<file path="src/rtl/msp_ctrl_pkg.sv">
// Shared types and constants for the MSP430-style multicycle control unit.
// Covers FSM states, opcode fields, ALU selects, jump conditions and flag positions.
package msp_ctrl_pkg;

  typedef enum logic [2:0] {
    ST_FETCH  = 3'd0,
    ST_DECODE = 3'd1,
    ST_EXEC   = 3'd2,
    ST_WB     = 3'd3,
    ST_HALT   = 3'd4
  } state_t;

  localparam logic [3:0] OPC_ILLEGAL = 4'h0;
  localparam logic [3:0] OPC_SINGLE  = 4'h1;
  localparam logic [3:0] OPC_JMP_LO  = 4'h2;
  localparam logic [3:0] OPC_JMP_HI  = 4'h3;
  localparam logic [3:0] OPC_DBL_MIN = 4'h4;

  localparam logic [3:0] ALU_MOV  = 4'd0;
  localparam logic [3:0] ALU_ADD  = 4'd1;
  localparam logic [3:0] ALU_ADDC = 4'd2;
  localparam logic [3:0] ALU_SUBC = 4'd3;
  localparam logic [3:0] ALU_SUB  = 4'd4;
  localparam logic [3:0] ALU_CMP  = 4'd5;
  localparam logic [3:0] ALU_DADD = 4'd6;
  localparam logic [3:0] ALU_BIT  = 4'd7;
  localparam logic [3:0] ALU_BIC  = 4'd8;
  localparam logic [3:0] ALU_BIS  = 4'd9;
  localparam logic [3:0] ALU_XOR  = 4'd10;
  localparam logic [3:0] ALU_AND  = 4'd11;
  localparam logic [3:0] ALU_RRC  = 4'd12;
  localparam logic [3:0] ALU_SWPB = 4'd13;
  localparam logic [3:0] ALU_RRA  = 4'd14;
  localparam logic [3:0] ALU_SXT  = 4'd15;

  localparam logic [2:0] JC_JNE = 3'b000;
  localparam logic [2:0] JC_JEQ = 3'b001;
  localparam logic [2:0] JC_JNC = 3'b010;
  localparam logic [2:0] JC_JC  = 3'b011;
  localparam logic [2:0] JC_JN  = 3'b100;
  localparam logic [2:0] JC_JGE = 3'b101;
  localparam logic [2:0] JC_JL  = 3'b110;
  localparam logic [2:0] JC_JMP = 3'b111;

  localparam int FLAG_C = 0;
  localparam int FLAG_Z = 1;
  localparam int FLAG_N = 2;
  localparam int FLAG_V = 3;

endpackage

</file>
<file path="src/rtl/msp_jmp_cond.sv">
// Jump condition evaluator: maps the 3-bit condition code and {V,N,Z,C}
// status flags to a branch-taken decision.
module msp_jmp_cond
  import msp_ctrl_pkg::*;
(
  input  logic [2:0] cond,
  input  logic [3:0] flags,
  output logic       taken
);

  always_comb begin
    taken = 1'b0;
    case (cond)
      JC_JNE: taken = ~flags[FLAG_Z];
      JC_JEQ: taken = flags[FLAG_Z];
      JC_JNC: taken = ~flags[FLAG_C];
      JC_JC:  taken = flags[FLAG_C];
      JC_JN:  taken = flags[FLAG_N];
      JC_JGE: taken = ~(flags[FLAG_N] ^ flags[FLAG_V]);
      JC_JL:  taken = flags[FLAG_N] ^ flags[FLAG_V];
      default: taken = 1'b1;
    endcase
  end

endmodule

</file>
<file path="src/rtl/msp_ctrl_fsm.sv">
// Multicycle control unit: fetch via valid/ack, decode the three instruction
// formats, then drive PC, register-file and ALU strobes one state at a time.
module msp_ctrl_fsm
  import msp_ctrl_pkg::*;
#(
  parameter int DATA_W   = 16,
  parameter int REG_AW   = 4,
  parameter int OFF_W    = 10,
  parameter int ALU_OP_W = 5
) (
  input  logic                clk,
  input  logic                rst,
  output logic                fetch_req,
  input  logic                instr_valid,
  input  logic [DATA_W-1:0]   instr_data,
  input  logic [3:0]          flags,
  output logic                pc_inc,
  output logic                pc_load,
  output logic [DATA_W-1:0]   pc_offset,
  output logic [REG_AW-1:0]   src_reg,
  output logic [REG_AW-1:0]   dst_reg,
  output logic [REG_AW-1:0]   wr_reg,
  output logic                wr_en,
  output logic [ALU_OP_W-1:0] alu_op,
  output logic                byte_op,
  output logic                flags_we,
  output logic [2:0]          state,
  output logic                illegal
);

  // Handshake: fetch_req is held high in FETCH; the first cycle that sees
  // instr_valid=1 completes the transfer. instr_valid is ignored elsewhere.

  state_t              state_q, state_d;
  logic [DATA_W-1:0]   ir;
  logic [3:0]          opc;
  logic                dec_legal, dec_jump, dec_byte;
  logic [ALU_OP_W-1:0] dec_alu;
  logic [REG_AW-1:0]   dec_src, dec_dst;
  logic [2:0]          dec_cond;
  logic                jmp_taken;
  logic [DATA_W-1:0]   off_sext;

  assign opc      = ir[15:12];
  assign dec_cond = {ir[12], ir[11:10]};
  assign state    = state_q;

  always_comb begin
    dec_legal = 1'b0;
    dec_jump  = 1'b0;
    dec_byte  = 1'b0;
    dec_alu   = '0;
    dec_src   = '0;
    dec_dst   = '0;
    if (opc >= OPC_DBL_MIN) begin
      dec_alu   = ALU_OP_W'(opc - OPC_DBL_MIN);
      dec_src   = REG_AW'(ir[11:8]);
      dec_dst   = REG_AW'(ir[3:0]);
      dec_byte  = ir[6];
      // Only register-direct addressing on both operands is supported.
      dec_legal = ~ir[7] && (ir[5:4] == 2'b00);
    end else if (opc == OPC_SINGLE) begin
      dec_src   = REG_AW'(ir[3:0]);
      dec_dst   = REG_AW'(ir[3:0]);
      dec_byte  = ir[6];
      dec_alu   = ALU_OP_W'({2'b11, ir[8:7]});
      dec_legal = ~ir[9];
    end else if (opc == OPC_JMP_LO || opc == OPC_JMP_HI) begin
      dec_jump  = 1'b1;
      dec_legal = 1'b1;
    end
  end

  msp_jmp_cond u_jmp_cond (
    .cond  (dec_cond),
    .flags (flags),
    .taken (jmp_taken)
  );

  assign off_sext  = {{(DATA_W-OFF_W){ir[OFF_W-1]}}, ir[OFF_W-1:0]};
  assign pc_offset = {off_sext[DATA_W-2:0], 1'b0};

  always_ff @(posedge clk or posedge rst) begin
    if (rst) state_q <= ST_FETCH;
    else     state_q <= state_d;
  end

  always_ff @(posedge clk or posedge rst) begin
    if (rst) begin
      ir      <= '0;
      src_reg <= '0;
      dst_reg <= '0;
      wr_reg  <= '0;
      alu_op  <= '0;
      byte_op <= 1'b0;
    end else begin
      if (state_q == ST_FETCH && instr_valid) ir <= instr_data;
      if (state_q == ST_DECODE) begin
        src_reg <= dec_src;
        dst_reg <= dec_dst;
        wr_reg  <= dec_dst;
        alu_op  <= dec_alu;
        byte_op <= dec_byte;
      end
    end
  end

  always_comb begin
    state_d = state_q;
    case (state_q)
      ST_FETCH:  if (instr_valid) state_d = ST_DECODE;
      ST_DECODE: state_d = dec_legal ? ST_EXEC : ST_HALT;
      ST_EXEC:   state_d = dec_jump ? ST_FETCH : ST_WB;
      ST_WB:     state_d = ST_FETCH;
      ST_HALT:   state_d = ST_HALT;
      default:   state_d = ST_HALT;
    endcase
  end

  always_comb begin
    fetch_req = 1'b0;
    pc_inc    = 1'b0;
    pc_load   = 1'b0;
    flags_we  = 1'b0;
    wr_en     = 1'b0;
    illegal   = 1'b0;
    case (state_q)
      // Gated by rst so every output reads 0 while reset is held.
      ST_FETCH:  fetch_req = ~rst;
      ST_DECODE: pc_inc = 1'b1;
      ST_EXEC: begin
        if (dec_jump) pc_load = jmp_taken;
        else flags_we = (alu_op != ALU_OP_W'(ALU_MOV))  &&
                        (alu_op != ALU_OP_W'(ALU_SWPB)) &&
                        (alu_op != ALU_OP_W'(ALU_SXT));
      end
      ST_WB: wr_en = (alu_op != ALU_OP_W'(ALU_CMP)) && (alu_op != ALU_OP_W'(ALU_BIT));
      ST_HALT: illegal = 1'b1;
      default: illegal = 1'b1;
    endcase
  end

endmodule
</file>
<file path="config.mk">
export PLATFORM = sky130hd
export DESIGN_NAME = msp_ctrl_fsm
export DESIGN_NICKNAME = d
export VERILOG_FILES = /design/src/rtl/msp_ctrl_pkg.sv /design/src/rtl/msp_jmp_cond.sv /design/src/rtl/msp_ctrl_fsm.sv
export SDC_FILE = /design/constraint.sdc
export NUM_CORES = 1
export LEC_CHECK = 0
export BUFFER_PORTS_ARGS = -buffer_cell sky130_fd_sc_hd__buf_4
export CAP_MARGIN = 20
export CORE_AREA = 2 2 64 66
export CTS_BUF_LIST = sky130_fd_sc_hd__clkbuf_16
export DETAILED_ROUTE_END_ITERATION = 8
export DIE_AREA = 0 0 66 68
export GPL_ROUTABILITY_DRIVEN = 0
export GPL_TIMING_DRIVEN = 0
export PLACE_DENSITY = 0.78
export SYNTH_ARGS = -nofsm -noshare
export SYNTH_HDL_FRONTEND = slang
export SYNTH_SLANG_ARGS = --single-unit
</file>
<file path="constraint.sdc">
create_clock -name clk -period 2 [get_ports clk]
set_input_delay 0.2 -clock clk [delete_from_list [all_inputs] [get_ports clk]]
set_output_delay 0.2 -clock clk [all_outputs]
set_load 0.01 [all_outputs]
</file>
==> results of run 1 <==
[cell type report]
class | count | area, µm² | area share, %
Sequential cell | 33 | 826 | 34.7
Multi-Input combinational cell | 95 | 636 | 26.7
Timing Repair Buffer | 65 | 495 | 20.8
Buffer | 26 | 194 | 8.15
Clock buffer | 5 | 125 | 5.26
Tap cell | 50 | 62.6 | 2.63
Inverter | 7 | 27.5 | 1.16
Clock inverter | 3 | 12.5 | 0.526
[stage by stage]
| step | hold WS [ns] | setup WS [ns] | cell area [µm²] |
|---|---|---|---|
| after detailed placement | 0.407 | 0.0876 | 2210 |
| after CTS | 0.126 | 0.0174 | 2360 |
| after floorplan | 0.317 | 0.273 | 1650 |
| after global routing | 0.130 | 0.00560 | 2380 |
| after global placement | 0.404 | 0.0872 | 2200 |
| final | 0.103 | 0.108 | 2380 |
[power by group through the flow]
stage | Clock, µW | Sequential, µW | Combinational [µW]
5_1_grt | 756 | 1370 | 1910
6_report | 709 | 1320 | 1740
3_3_place_gp | 0 | 1300 | 1650
4_1_cts | 714 | 1310 | 1720
2_1_floorplan | 0 | 1280 | 943
3_5_place_dp | 0 | 1310 | 1690
[worst max-delay path: stages (launching register included)]
cell	delay, ns
dfrtp_1	0.37
inv_2	0.10
ha_2	0.20
nand2_1	0.08
nor2_2	0.14
nand3_1	0.13
a2111oi_2	0.23
buf_4	0.18
[routing by layer]
metal	up-vias	global-route usage (%)	part of all wire, %
li1	687	-	-
met1	684	22.9	42
met2	49	32.2	51
met3	6	5.59	6.3
met4	0	4.59	1.0
met5	-	0	0
[placed cells by master, fill, tap and decap left out, types with 2 or more instances in the layout]
cell / instances
nand2_1: 16
nor3_1: 3
inv_1: 4
mux2_2: 13
nor2b_1: 2
clkbuf_16: 5
clkinv_1: 2
nand3b_1: 2
buf_4: 85
inv_2: 2
buf_2: 2
a31oi_1: 5
buf_6: 2
clkinv_2: 2
o21ai_1: 2
nor2_1: 18
dfrtp_1: 33
a221oi_1: 5
o21ai_0: 10
nor4_1: 3
[cell families after synthesis]
logic type	after synthesis
buf+inv	33
flops	33
mux	14
fa+ha+maj	2
simple gates	49
other cells	1
compound gates	29
[what timing repair did]
item / 4_1_cts / 5_1_grt
cloned: 0 / 0
hold buffers: 0 / 0
endpoints found under the setup margin: 1 / 2
resized for setup: 3 / 6
setup buffers: 0 / 0
[final timing paths]
kind | from | end | slack, ns | cells past startpoint
max in group asynchronous | rst | ir[13] | 1.32 | 3
max reg2reg | ir[14] | alu_op[3] | 0.14 | 6
max | ir[14] | pc_load | 0.11 | 7
min reg2reg | byte_op | byte_op | 0.49 | 2
min | rst | src_reg[2] | 0.10 | 2
min in group clk | instr_data[12] | ir[12] | 0.13 | 3
==> metrics.txt, run 1 <==
status finished, final reports clean; post-route ant nets 0; area delta synth->final 43.8%; Root Buffer clkbuf_16; share of layout cells above drive strength 1 50.9%; Yosys reg bits 33; total track usage 18.6%; most area-consuming cells after synthesis dfrtp_1, buf_4, mux2_2; fmax 529 MHz; Syn Area/Cell 10.3 µm²; WL/cell 13.6 µm; first-pass GRT wire length 6210 µm; Sw Pwr 1340 µW; most common cell in the synthesized netlist dfrtp_1; final net count 258; post-DP HPWL 2810 µm; Synth area leader dfrtp_1; largest family of logic cells by synthesized area simple AND/OR/NAND/NOR gates; WS Path Type reg2out; normalized max-slew margin 45.1%; placement row count 23; Tcrit/Tclk final 94.6%; cell area after synthesis 0.00165 mm²; Post-Syn Instances 161; CTS tree yes; asr flop ratio synth 100%; Synth Area in Adders 1.51%; Fin. Hold Viols 0; top post-synthesis cells by count dfrtp_1, buf_4, nor2_1; register area share after synthesis 49.9%; biggest regs ir: 16 flops, alu_op: 5 flops; setup TNS 0 ns; Core Area 0.00386 mm²; fin cells 284; Initial Util 42.9%; Slew Limit Fails 0; CP required 1.80 ns; top-area cell type share of the netlist area 49.9%; Layout fillers 341; CP startpoint kind flip-flop; Synth Area in XOR/XNOR 0%; Die H 68 µm; die area 0.00449 mm²; diode count 0; Post-Synth Simple-Gate Area 13.4%; htree depth 2; Die W 66 µm; mux share of post-synthesis cell area 9.46%; Bufs on Longest Clock Path 2; Synth Flop Type dfrtp_1; Worst-Skew Late Latency 0.28 ns; # setup viols final 0; Post-synth EDFFs 0; WP data arrival 1.69 ns; Logic pwr share 46.3%; largest net degree at the start of global routing 22; DRT iter0 DRCs 107; Clk network pwr share 18.8%; Crit Path Max Fanout 4; max reg flops 16; # IOs 66; clock-pin slew on the worst setup and hold paths 0.05 ns; Flop pwr share 34.9%; Hold Path Class in2async; mean number of vias per cell 5.02; initial antenna violation count 0; post-layout min period 1.89 ns; RSZ-0062 raised after global routing false; Residual DRC 0; 1st-pass router iterations 4; Netlist cell types 31; Lkg Pwr 0.00115 µW; Routed WL 3880 µm; clk_skew 0.00736 ns; Layout Utilization 61.7%; PD cells 1580 mW/mm²; VDD IR-drop max 1.01 mV; placed cells 276; syn nets 186; switch share 35.7%; largest reg by FF count ir; complex-gate fraction of the synthesized area 12.1%; Vias 1,426; PortBufs 64; vias in the first global route 1,285; maxcap violations 0; P_int 2420 µW; power after layout 3770 µW; crit end category output port; CTS sink count 33; GRT overflow 0; clock buffer count from CTS 5; Worst-Margin Slew 0.822 ns; Yosys warning count 0
No activity file was read; power rests on OpenSTA's default activity.
==> inputs of run 2 (changes only) <==
- CORE_AREA: 2 2 64 66 -> 5 5 65 67
- DIE_AREA: 0 0 66 68 -> 0 0 70 72
- PLACE_DENSITY: 0.78 -> 0.82
==> run 2 against run 1 <==
Highest routed layer unchanged. Non-clock buffer count rose by 3. Count of clock-buffer cells in the layout did not move. Largest cell class unchanged. Power rose by 2.6%. Clock skew fell by 0.0031 ns. Clock power barely moved. Worst setup slack got worse by 0.041 ns.
==> metrics.txt, run 2 (synthesis results as in run 1) <==
max reg flops 16 (unchanged); largest reg by FF count ir; first-pass GRT wire length 6580 µm (+6.0%); switch share 36.0% (+0.33 points); Initial Util 46.2% (+3.3 points); clock-pin slew on the worst setup and hold paths 0.05 ns (about the same); clk_skew 0.00429 ns (-0.00307 ns); maxcap violations 0 (unchanged); Residual DRC 0 (unchanged); P_int 2470 µW (+2.0%); initial antenna violation count 0 (unchanged); Tcrit/Tclk final 96.7% (+2.1 points); # setup viols final 0 (unchanged); Flop pwr share 34.2% (-0.7 points); PortBufs 64 (unchanged); WP data arrival 1.73 ns (+0.04 ns); wire length on met1 1680 µm (+3.4%); # IOs 66 (unchanged); vias in the first global route 1,422 (+11%); setup TNS 0 ns (unchanged); Fin. Hold Viols 0 (unchanged); clock buffer count from CTS 5 (unchanged); CP startpoint kind flip-flop; post-route ant nets 0 (unchanged); Bufs on Longest Clock Path 2 (unchanged); post-DP HPWL 2830 µm (+0.52%); crit end category output port; Worst-Margin Slew 0.729 ns (-0.0933 ns); Root Buffer clkbuf_16; RSZ-0062 raised after global routing false; area of the multi-input gates 669 µm² (+5.3%); diode count 0 (unchanged); Logic pwr share 47.5% (+1.2 points); uppermost routed layer met4; VDD IR-drop max 0.947 mV (-6.6%); mean number of vias per cell 5.01 (-0.28%); normalized max-slew margin 51.4% (+6.2 points); CTS tree yes; met2 WL 2010 µm (+2.4%); Die W 70 µm (+6.1%); fin cells 285 (+0.35%); final net count 261 (+1.2%); Slew Limit Fails 0 (unchanged); Die H 72 µm (+5.9%); Clk network pwr share 18.3% (-0.5 points); htree depth 2 (unchanged); PD cells 1580 mW/mm² (-0.27%); Crit Path Max Fanout 4 (unchanged); fmax 517 MHz (-2.1%); post-layout min period 1.93 ns (+0.0410 ns); GRT overflow 0 (unchanged); most common cell after layout, fill and taps aside buf_4; CP required 1.80 ns (about the same); biggest regs ir: 16 flops, alu_op: 5 flops; DRT iter0 DRCs 44 (-59%); CP top delay family flip-flops; Routed WL 4040 µm (+4.2%); Sw Pwr 1390 µW (+3.5%); 1st-pass router iterations 4 (unchanged); met3 wire length 309 µm (+27%); placed cells 274 (-0.72%); CTS Hold Bufs 0 (unchanged); Layout fillers 291 (-15%); Reg area 827 µm² (+0.15%); WS Path Type reg2out; Cell Chain, Critical Path inv_2 -> ha_4 -> nand2_1 -> nor2_2 -> nand3_2 -> a2111oi_4 -> buf_4; CP bufs+invs 2 (unchanged); total track usage 16.2% (-2.3 points); Worst R2R Start state[1]; commonest cells after routing, fill and taps aside buf_4, dfrtp_1, nor2_1, nand2_1, mux2_2; largest net degree at the start of global routing 18 (-18%); origin of the worst setup path ir[14]; WL/cell 14.2 µm (+3.8%); Core Area 0.00358 mm² (-7.2%); Worst-Skew Late Latency 0.27 ns (about the same); CTS sink count 33 (unchanged); Lkg Pwr 0.00117 µW (+1.9%); Vias 1,427 (+0.070%); share of layout cells above drive strength 1 52.7% (+1.9 points); Slowest-stage cell, CP dfrtp_1; placement row count 22 (-4.3%); area delta synth->final 47.9%; Largest stage delay, worst path 0.36 ns (about the same); die area 0.00504 mm² (+12%); status finished, final reports clean; Hold Path Class in2async
run 2: cell count changes in the layout (fill, tap and decap cells not counted), sizes merged:
cell	change
buf	+3
run 2: through the flow:
| stage | area, µm² | setup slack, ns | hold slack [ns] | total power [µW] | utilization (%) |
|---|---|---|---|---|---|
| after floorplan | 1650 | 0.273 | 0.317 | 2230 | - |
| after global placement | 2190 | 0.102 | 0.402 | 2960 | 61.3 |
| after detailed placement | 2220 | 0.0817 | 0.372 | 3010 | 62.1 |
| after CTS | 2370 | 0.0555 | 0.0826 | 3770 | 66.3 |
| after global routing | 2450 | 0.000981 | 0.132 | 4130 | 68.4 |
| final | 2450 | 0.0669 | 0.0621 | 3860 | 68.4 |
run 2: worst paths after layout:
path / end / slack (ns) / cells after the start
worst max register to register: ir[4] / 0.27 / 3
min in group clk: ir[14] / 0.13 / 3
max in group asynchronous: ir[11] / 1.39 / 3
worst min-delay path: state[1] / 0.06 / 2
worst max-delay path: pc_load / 0.07 / 7
worst min register to register: wr_reg[3] / 0.51 / 2
run 2: layer usage:
layer,up-vias,GRT usage [%]
met2,52,27.2
li1,690,-
met4,0,5.96
met1,681,19.5
met5,-,0
met3,4,5.54
run 2: power by group through the flow:
stage,clock [µW],sequential [µW],combinational [µW]
floorplan,0,1280,943
global placement,0,1290,1670
CTS,726,1300,1740
global route,754,1370,2010
detailed placement,0,1300,1710
finish,708,1320,1830
run 2: cell type report:
| class | count | share of cell area, % |
|---|---|---|
| multi-input cells | 95 | 27.4 |
| repair buffers | 68 | 21.7 |
| clock inverters | 3 | 0.512 |
| well taps | 48 | 2.46 |
| clock buffers | 5 | 5.12 |
| plain buffers | 26 | 7.93 |
| flip-flops and latches | 33 | 33.8 |
| inverters | 7 | 1.13 |
run 2: what timing repair did:
item                       in CTS  in global routing
setup endpoints to repair       1                  2
pin swaps                       0                  3
resized for setup               4                 10
buffers inserted                0                  3
==> inputs of run 3 (changes only) <==
- CELL_PAD_IN_SITES_DETAIL_PLACEMENT: default -> 0
- CELL_PAD_IN_SITES_GLOBAL_PLACEMENT: default -> 2
- CORE_AREA: 5 5 65 67 -> 2 2 80 82
- DIE_AREA: 0 0 70 72 -> 0 0 82 84
==> run 3 against run 2 <==
Cell area is 0.92% lower. Critical endpoint unchanged. Die area is 37% higher. The flow now finishes with violations (negative hold slack). Combinational power is 4% lower. Routed wire length increased by 1.2%.
==> metrics.txt, run 3 (synthesis results as in run 1) <==
WP data arrival 1.70 ns (-0.03 ns); Slowest-stage cell, CP dfrtp_1; Worst-Margin Slew 0.700 ns (-0.0287 ns); setup TNS 0 ns (unchanged); Final Instance Area 0.00242 mm² (-0.92%); status complete, but fails checks; total track usage 13.0% (-3.2 points); P_int 2420 µW (-2.0%); maxcap violations 0 (unchanged); WL/cell 13.2 µm (-6.6%); Flop pwr share 35.1% (+0.9 points); mean number of vias per cell 4.45 (-11%); 1st-pass router iterations 4 (unchanged); Tcrit/Tclk final 95.1% (-1.5 points); Residual DRC 0 (unchanged); Die H 84 µm (+17%); VDD IR-drop max 0.733 mV (-23%); Die W 82 µm (+17%); htree depth 2 (unchanged); post-layout min period 1.90 ns (-0.0302 ns); largest reg by FF count ir; Fin. Hold Viols 11 (+11); area delta synth->final 46.5%; # IOs 66 (unchanged); CP required 1.80 ns (about the same); PD cells 1550 mW/mm² (-1.7%); Reg-to-Reg End ir[6]; post-DP HPWL 3070 µm (+8.8%); Vias 1,374 (-3.7%); DRT iter0 DRCs 48 (+9.1%); CTS sink count 33 (unchanged); # setup viols final 0 (unchanged); most common cell after layout, fill and taps aside buf_4; placement row count 29 (+32%); largest net degree at the start of global routing 23 (+5); Largest stage delay, worst path 0.46 ns (+0.10 ns); fmax 526 MHz (+1.6%); Worst-Skew Late Latency 0.27 ns (about the same); normalized max-slew margin 53.0% (+1.6 points); vias in the first global route 1,464 (+3.0%); die area 0.00689 mm² (+37%); DP Area 0.00226 mm² (+1.6%); origin of the worst setup path ir[11]; initial antenna violation count 0 (unchanged); biggest regs ir: 16 flops, alu_op: 5 flops; Sw Pwr 1340 µW (-3.7%); Routed WL 4090 µm (+1.2%); clock buffer count from CTS 5 (unchanged); Slew Limit Fails 0 (unchanged); Worst R2R Start state[1]; Crit Path Max Fanout 6 (+2); clk_skew 0.00616 ns (+0.00187 ns); Bufs on Longest Clock Path 2 (unchanged); post-route ant nets 0 (unchanged); Clk network pwr share 18.4% (about the same); WS Path Type reg2out; commonest cells after routing, fill and taps aside buf_4, dfrtp_1, nor2_1, nand2_1, mux2_2; clock-pin slew on the worst setup and hold paths 0.05 ns (about the same); Lkg Pwr 0.00115 µW (-1.7%); Cell Chain, Critical Path nor2b_1 -> a211oi_2 -> nor3_1 -> a2111oi_2 -> buf_4; Core Area 0.00610 mm² (+70%); crit end category output port; R2R Setup Slk 0.28 ns (about the same); GRT overflow 0 (unchanged); cell count of the worst reg-to-reg path 3 (unchanged); Initial Util 27.1% (-19 points); CTS tree yes; final net count 258 (-1.1%); Root Buffer clkbuf_16; post-CTS setup buffers 0 (unchanged); Logic pwr share 46.4% (-1.1 points); failing checks negative hold slack; PortBufs 64 (unchanged); CTS Hold Bufs 0 (unchanged); share of layout cells above drive strength 1 51.7% (-1.0 points); RSZ-0062 raised after global routing false; switch share 35.6% (-0.40 points); Hold WS -0.00786 ns (-0.0700 ns); max reg flops 16 (unchanged); CP startpoint kind flip-flop; first-pass GRT wire length 6910 µm (+4.9%); diode count 0 (unchanged); Hold Path Class in2async
run 3: changes by cell type in the layout (fill, tap and decap cells not counted):
| cell | previous run | this run |
|---|---|---|
| a2111oi_2 | 0 | 1 |
| a2111oi_4 | 1 | 0 |
| buf_4 | 88 | 85 |
| clkinv_1 | 2 | 0 |
| dfrtp_1 | 32 | 33 |
| dfrtp_2 | 1 | 0 |
| ha_2 | 0 | 1 |
| ha_4 | 2 | 1 |
| nand3_1 | 0 | 1 |
| nand3_2 | 1 | 0 |
run 3: how the worst max path moves through the flow:
stage,to,slack (ns),cells past startpoint
4_1_cts,pc_load,0.01,7
2_1_floorplan,pc_load,0.27,6
3_5_place_dp,alu_op[3],0.01,6
6_report,pc_load,0.1,5
3_3_place_gp,alu_op[3],0.01,6
5_1_grt,pc_load,0.02,5
run 3: power groups by stage:
stage               sequential, µW  clock, µW  combinational (µW)
floorplan                     1280          0                 943
global placement              1320          0                1670
detailed placement            1330          0                1700
CTS                           1320        704                1720
global route                  1390        740                1930
finish                        1320        694                1750
run 3: metal layers:
metal / up-vias / part of all wire (%) / GRT usage (%)
met5: - / 0 / 0
met2: 37 / 48 / 21.3
li1: 682 / - / -
met4: 0 / 0.83 / 4.09
met1: 651 / 47 / 17.0
met3: 4 / 4.6 / 2.60
run 3: stage by stage:
stage / utilization (%) / std cells / hold WS, ns / setup slack, ns / total power [µW]
6_report: 39.8 / 309 / -0.00786 / 0.0971 / 3760
5_1_grt: 39.8 / 309 / 0.0393 / 0.0173 / 4060
4_1_cts: 39.3 / 309 / 0.0121 / 0.0106 / 3740
3_5_place_dp: 37.0 / 303 / 0.299 / 0.0103 / 3020
3_3_place_gp: 36.6 / 302 / 0.404 / 0.0106 / 2990
2_1_floorplan: - / 161 / 0.317 / 0.273 / 2230
run 3: final cells by class:
type	count	area [µm²]
Timing Repair Buffer	65	508
Buffer	26	194
Fill cell	632	3670
Multi-Input combinational cell	95	642
Sequential cell	33	826
Tap cell	77	96.3
Clock buffer	5	125
Inverter	7	27.5
Clock inverter	1	5.00
run 3: repair_timing:
item / 4_1_cts / 5_1_grt
resized for setup: 3 / 7
cloned: 0 / 0
setup endpoints to repair: 2 / 2
run 3: worst max-delay path, delay by kind of cell (launching register included):
kind	cells	cell delay, ns
AO/OA/AOI/OAI	2	0.61
buffers and inverters	1	0.18
AND/OR/NAND/NOR	2	0.18
flip-flops	1	0.46
